File: src/rtl/tile_pkg.sv
// tile_pkg: shared types for the tile scheduler.
//   - layer-type codes (pointwise / depthwise / standard)
//   - state_t: scheduler FSM states
//   - tile_desc_t: one tile descriptor as seen by the DMA / PE-array controllers
//     (field widths follow the default CH_W=7, ROW_W=8 build)
package tile_pkg;

  localparam logic [1:0] LT_POINTWISE = 2'd0;
  localparam logic [1:0] LT_DEPTHWISE = 2'd1;
  localparam logic [1:0] LT_STANDARD  = 2'd2;

  localparam int DESC_CH_W  = 7;
  localparam int DESC_ROW_W = 8;

  typedef enum logic [1:0] {
    S_IDLE = 2'd0,
    S_LOAD = 2'd1,
    S_EMIT = 2'd2,
    S_DONE = 2'd3
  } state_t;

  typedef struct packed {
    logic [DESC_CH_W-1:0]  k_start;
    logic [DESC_CH_W-1:0]  k_len;
    logic [DESC_CH_W-1:0]  d_start;
    logic [DESC_CH_W-1:0]  d_len;
    logic [DESC_ROW_W-1:0] r_start;
    logic [DESC_ROW_W-1:0] r_len;
    logic                  first_d;
    logic                  last_d;
  } tile_desc_t;

endpackage

File: src/rtl/tile_len_clamp.sv
// tile_len_clamp: length of one tile along a single loop dimension.
//   start : first index of the tile
//   step  : nominal tile size
//   total : extent of the dimension
//   len   : min(step, total - start)   (tail tiles are clamped)
//   last  : this tile reaches the end of the dimension (start + len == total)
// The end test is done one bit wider so it cannot wrap at the top of the range.
module tile_len_clamp #(
  parameter int W = 7
) (
  input  logic [W-1:0] start,
  input  logic [W-1:0] step,
  input  logic [W-1:0] total,
  output logic [W-1:0] len,
  output logic         last
);

  logic [W-1:0] remain;
  logic [W:0]   tile_end;

  assign remain   = total - start;
  assign len      = (step < remain) ? step : remain;
  assign tile_end = {1'b0, start} + {1'b0, len};
  assign last     = (tile_end == {1'b0, total});

endmodule

File: src/rtl/tile_sched.sv
// tile_sched: walks every tile of one layer and emits one descriptor per tile.
// Loop order is k (output channels) outer, d (input channels) middle, r (rows)
// inner. Depthwise layers collapse the d loop onto k.
// Ports:
//   clk, rst_n            clock, asynchronous active-low reset
//   start, abort          begin a layer (ignored while busy) / cancel it
//   layer_type, in_C, out_C, tile_D, tile_K, in_R, tile_n   layer config
//   desc_valid/desc_ready descriptor handshake
//   k_*, d_*, r_*         descriptor fields (0 when desc_valid is low)
//   first_d, last_d       psum init / writeback markers
//   busy, done, err       status: in progress, end-of-layer pulse, bad config
module tile_sched
  import tile_pkg::*;
#(
  parameter int CH_W  = 7,
  parameter int ROW_W = 8
) (
  input  logic             clk,
  input  logic             rst_n,
  input  logic             start,
  input  logic             abort,
  input  logic [1:0]       layer_type,
  input  logic [CH_W-1:0]  in_C,
  input  logic [CH_W-1:0]  out_C,
  input  logic [CH_W-1:0]  tile_D,
  input  logic [CH_W-1:0]  tile_K,
  input  logic [ROW_W-1:0] in_R,
  input  logic [31:0]      tile_n,
  output logic             desc_valid,
  input  logic             desc_ready,
  output logic [CH_W-1:0]  k_start,
  output logic [CH_W-1:0]  k_len,
  output logic [CH_W-1:0]  d_start,
  output logic [CH_W-1:0]  d_len,
  output logic [ROW_W-1:0] r_start,
  output logic [ROW_W-1:0] r_len,
  output logic             first_d,
  output logic             last_d,
  output logic             busy,
  output logic             done,
  output logic             err
);

  function automatic logic [ROW_W-1:0] sat_rows(input logic [31:0] n);
    logic [31:0] max_v;
    max_v = (32'd1 << ROW_W) - 32'd1;
    if (n > max_v) return '1;
    else           return n[ROW_W-1:0];
  endfunction

  state_t state, state_nx;

  logic             dw_q;
  logic [CH_W-1:0]  in_c_q, out_c_q, tile_d_q, tile_k_q;
  logic [ROW_W-1:0] in_r_q, tn_q;
  logic [CH_W-1:0]  k_cnt, d_cnt;
  logic [ROW_W-1:0] r_cnt;
  logic             err_q;

  logic [CH_W-1:0]  k_len_w, d_len_w;
  logic [ROW_W-1:0] r_len_w;
  logic             k_last, d_last, r_last, d_last_eff, tile_last;
  logic             cfg_bad, hs;

  tile_len_clamp #(.W(CH_W)) u_k_clamp (
    .start(k_cnt), .step(tile_k_q), .total(out_c_q), .len(k_len_w), .last(k_last)
  );
  tile_len_clamp #(.W(CH_W)) u_d_clamp (
    .start(d_cnt), .step(tile_d_q), .total(in_c_q), .len(d_len_w), .last(d_last)
  );
  tile_len_clamp #(.W(ROW_W)) u_r_clamp (
    .start(r_cnt), .step(tn_q), .total(in_r_q), .len(r_len_w), .last(r_last)
  );

  // Depthwise: the d loop is the k loop, so it always "ends" with each k step.
  assign d_last_eff = dw_q | d_last;
  assign tile_last  = r_last & d_last_eff & k_last;

  // Checked on the live config during LOAD, the same cycle it is latched.
  assign cfg_bad = (tile_n == 32'd0) | (tile_D == '0) | (tile_K == '0) |
                   (in_C == '0) | (out_C == '0) | (in_R == '0);

  // abort outranks a handshake in the same cycle.
  assign hs = (state == S_EMIT) & desc_ready & ~abort;

  always_ff @(posedge clk or negedge rst_n) begin
    if (!rst_n) state <= S_IDLE;
    else        state <= state_nx;
  end

  always_comb begin
    state_nx   = state;
    desc_valid = 1'b0;
    busy       = 1'b1;
    done       = 1'b0;
    case (state)
      S_IDLE: begin
        busy = 1'b0;
        if (start) state_nx = S_LOAD;
      end
      S_LOAD: state_nx = cfg_bad ? S_DONE : S_EMIT;
      S_EMIT: begin
        desc_valid = 1'b1;
        if (desc_ready && tile_last) state_nx = S_DONE;
      end
      S_DONE: begin
        done     = 1'b1;
        state_nx = S_IDLE;
      end
      default: state_nx = S_IDLE;
    endcase
    if (abort && state != S_IDLE) state_nx = S_IDLE;
  end

  // Config and loop counters: only meaningful in EMIT, where they were
  // initialised by LOAD, so they carry no reset.
  always_ff @(posedge clk) begin
    if (state == S_LOAD) begin
      dw_q     <= (layer_type == LT_DEPTHWISE);
      in_c_q   <= in_C;
      out_c_q  <= out_C;
      tile_d_q <= tile_D;
      tile_k_q <= tile_K;
      in_r_q   <= in_R;
      tn_q     <= sat_rows(tile_n);
      k_cnt    <= '0;
      d_cnt    <= '0;
      r_cnt    <= '0;
    end else if (hs) begin
      // A non-last tile has len == step, so start+len is the next start.
      if (!r_last) begin
        r_cnt <= r_cnt + r_len_w;
      end else begin
        r_cnt <= '0;
        if (!d_last_eff) begin
          d_cnt <= d_cnt + d_len_w;
        end else begin
          d_cnt <= '0;
          if (!k_last) k_cnt <= k_cnt + k_len_w;
        end
      end
    end
  end

  always_ff @(posedge clk or negedge rst_n) begin
    if (!rst_n)                                    err_q <= 1'b0;
    else if (state == S_IDLE && start)             err_q <= 1'b0;
    else if (state == S_LOAD && cfg_bad && !abort) err_q <= 1'b1;
  end

  assign err     = err_q;
  assign k_start = desc_valid ? k_cnt   : '0;
  assign k_len   = desc_valid ? k_len_w : '0;
  assign d_start = desc_valid ? (dw_q ? k_cnt   : d_cnt)   : '0;
  assign d_len   = desc_valid ? (dw_q ? k_len_w : d_len_w) : '0;
  assign r_start = desc_valid ? r_cnt   : '0;
  assign r_len   = desc_valid ? r_len_w : '0;
  assign first_d = desc_valid & (dw_q | (d_cnt == '0));
  assign last_d  = desc_valid & d_last_eff;

endmodule

File: config.mk
export PLATFORM = sky130hd
export DESIGN_NAME = tile_sched
export DESIGN_NICKNAME = d
export VERILOG_FILES = /design/src/rtl/tile_pkg.sv /design/src/rtl/tile_len_clamp.sv /design/src/rtl/tile_sched.sv
export SDC_FILE = /design/constraint.sdc
export NUM_CORES = 1
export LEC_CHECK = 0
export ABC_AREA = 1
export BUFFER_PORTS_ARGS = -buffer_cell sky130_fd_sc_hd__buf_2
export CELL_PAD_IN_SITES_DETAIL_PLACEMENT = 0
export CELL_PAD_IN_SITES_GLOBAL_PLACEMENT = 2
export CORE_MARGIN = 3
export CORE_UTILIZATION = 33
export DETAILED_ROUTE_END_ITERATION = 8
export HOLD_SLACK_MARGIN = 0.12
export PLACE_DENSITY = 0.88
export SYNTH_ARGS = -nofsm -noshare
export SYNTH_HDL_FRONTEND = slang
export SYNTH_SLANG_ARGS = --single-unit
File: constraint.sdc
create_clock -name clk -period 12.7 [get_ports clk]
set_input_delay 0.635 -clock clk [delete_from_list [all_inputs] [get_ports clk]]
set_output_delay 0.635 -clock clk [all_outputs]
set_load 0.005 [all_outputs]
==> summary.txt <==
status -> completed
dpl ws -> 6831 ps
Iteration-0 DRC Markers -> 205
Yosys Warn Count -> 0
FP Rows -> 48
antenna-violating nets left -> 0
CP Launch Type -> register
Synth Register Bits -> 70
Mapped Area -> 5991 um2
Max VDD drop -> 0.1023 mV
Post-synth top cells -> 204 x nand2_1, 157 x inv_1, 69 x nor2_1
ys flop type -> edfxtp_1
CTS Hold Bufs -> 1
Crit path top cell by count -> nand2_1
total of max-cap violations -> 0
Worst-path clk slew -> 60 ps
diode count -> 0
global-route wire length before repair -> 28320 um
total track usage -> 18.05%
via count -> 5614
Clock power frac -> 14.6%
H-tree depth -> 3
syn nets -> 984
design area -> 7179 um2
worst hold path class -> input pin to register
Worst R2R Path Depth -> 33
share of layout cells above drive strength 1 -> 16.80%
Worst Setup End Kind -> primary output
die height -> 140.7 um
Die Area -> 19810 um2
sw power -> 0.9559 mW
Clock Sinks -> 70
Crit Path Class -> register to primary output
number of antenna violations at the first check in global routing -> 0
Area after DPL -> 6854 um2
leakage power -> 3.769 nW
Cells after Synth -> 839
final hold slack -> 481.5 ps
Clock Path Buffers -> 2
First-pass DRT Iterations -> 5
Seq pwr share -> 18.9%
fill cell count -> 1942
CP Data Required Time -> 12060 ps
largest net degree at the start of global routing -> 45
area leader, netlist -> edfxtp_1
Final Net Count -> 1110
area of the core -> 17540 um2
fmax -> 160.5 MHz
Final Setup Violations -> 0
syn_area_per_cell -> 7.140 um2
hold depth -> 1
WP data arrival -> 5590 ps
Worst Tran Pin Value -> 905.6 ps
Placed Cells -> 1178
I/O Buffers -> 124
area grow syn2layout -> 19.84%
RSZ-0062 raised after global routing -> false
Ports -> 125
synth top area cells -> edfxtp_1 23%, ha_1 13%, nand2_1 13%, inv_1 9.8%, dfxtp_1 7.4%
post-route setup slack -> 6471 ps
max-slew violation count -> 0
HPWL Detailed -> 14310 um
number of global-route vias before repair -> 5526
Core Util, Final -> 40.94%
final WL -> 17350 um
Post-synth EDFFs -> 45
CP peak stage delay -> 740 ps
final cell count without fillers -> 1195
TritonCTS Buffers -> 9
worst skew pair latency -> 340 ps
Avg Vias per Cell -> 4.698
Cell variety after synth -> 39
final hold violations -> 0
number of gates resized after cts -> 0
PwrDens -> 263.6 nW/um2
Async S/R FF share, synth -> 4.286%
die width -> 140.7 um
gr ovfl total -> 0
period utilisation layout -> 49.05%
initial core utilization -> 34.16%
Comb pwr share -> 66.5%
post-CTS setup buffers -> 0
gp weighted congestion -> 0.8139
drt wl/cell -> 14.52 um
drt drc -> 0
Slew headroom -> 39.36%
CTS tree -> built
register area share after synthesis -> 31.16%
critical-path maximum fanout -> 15
Crit-path slowest cell -> o211ai_1
Int Pwr -> 0.9366 mW
final setup TNS -> 0 ps
Worst Skew -> 8.550 ps
Switching Fraction -> 50.51%
clock root buffer -> clkbuf_16
post-synth top area share -> 22.56%
dominant cell by count in the synthesized netlist -> nand2_1
Power Total -> 1.892 mW
Period minus WS final -> 6229 ps
## registers in the layout, indices dropped and copies added (netlist names), 7 cells and up
name and cells:
tile_k_q 7, out_c_q 7, tn_q 8, k_cnt 7, in_r_q 8, d_cnt 7
in_c_q 7, r_cnt 8, tile_d_q 7
## area by class of cell
class	instances	area [um2]	share of cell area, %
clock buffer	10	229.0	3.189
timing repair buffer	127	645.6	8.993
multi-input combinational	599	3477	48.43
clock inverter	6	86.33	1.203
inverter	158	593.1	8.261
sequential	70	1867	26.00
tap	225	281.5	3.921
## final timing paths
kind	startpoint	endpoint	slack [ps]
max in group asynchronous	rst_n	state[1]$_DFFE_PN0P_	11970
max reg2reg	in_c_q[0]$_DFFE_PN_	k_cnt[2]$_SDFFE_PN0P_	7110
min in group asynchronous	rst_n	state[0]$_DFFE_PN0P_	620
max	in_c_q[0]$_DFFE_PN_	last_d	6470
min reg2reg	r_cnt[4]$_SDFFE_PN0P_	r_cnt[4]$_SDFFE_PN0P_	510
min	in_R[2]	in_r_q[2]$_DFFE_PN_	480
## worst max-delay path: cells and delay by family (launching register included)
kind | cells | cell delay, ps
AO/OA/AOI/OAI | 6 | 1580
XOR/XNOR | 1 | 160
adder cells (fa/ha/maj) | 5 | 1510
buffers and inverters | 5 | 630
flip-flops | 1 | 360
AND/OR/NAND/NOR | 12 | 1030
## cell families after synthesis
family | Yosys count | share of synthesized area, %
compound gates | 120 | 10.65
fa+ha+maj | 70 | 15.37
buf+inv | 170 | 10.84
xor+xnor | 21 | 3.300
flops | 70 | 31.16
simple gates | 388 | 28.68
## layer usage
layer	routed length (um)	part of all wire, %	GRT usage [%]
met5	0	0	0
met4	207	1.2	4.335
met3	713	4.1	3.596
met2	8673	50	32.21
met1	7751	45	22.36
## power by group through the flow
| stage | clock (mW) | sequential [mW] | combinational, mW |
|---|---|---|---|
| floorplan | 0 | 0.344 | 0.958 |
| global placement | 0 | 0.364 | 1.26 |
| finish | 0.275 | 0.358 | 1.26 |
| CTS | 0.283 | 0.360 | 1.27 |
| global route | 0.292 | 0.367 | 1.48 |
| detailed placement | 0 | 0.365 | 1.26 |
## cell usage in the layout (no fill, tap or decap), types with 3 or more instances in the layout
| cell | Yosys | routed |
|---|---|---|
| inv_1 | 157 | 157 |
| or2_2 | 8 | 8 |
| nor4_1 | 12 | 12 |
| ha_1 | 64 | 63 |
| dfrtp_1 | 3 | 3 |
| nand3_1 | 52 | 52 |
| nand2_1 | 204 | 204 |
| buf_2 | 0 | 124 |
| xnor2_1 | 9 | 9 |
| dfxtp_1 | 22 | 22 |
| clkbuf_16 | 0 | 9 |
| nand3b_1 | 11 | 11 |
| fa_1 | 6 | 6 |
| nand3_2 | 3 | 3 |
| nand2_2 | 5 | 5 |
| edfxtp_1 | 45 | 45 |
| xor2_1 | 11 | 11 |
| o21ai_0 | 38 | 38 |
| a21o_1 | 3 | 3 |
| a21oi_1 | 65 | 65 |
| nor2_1 | 69 | 69 |
| nor3_1 | 5 | 5 |
| nand4_1 | 14 | 14 |
| o21a_1 | 3 | 3 |
No activity file was read; power rests on OpenSTA's default activity.
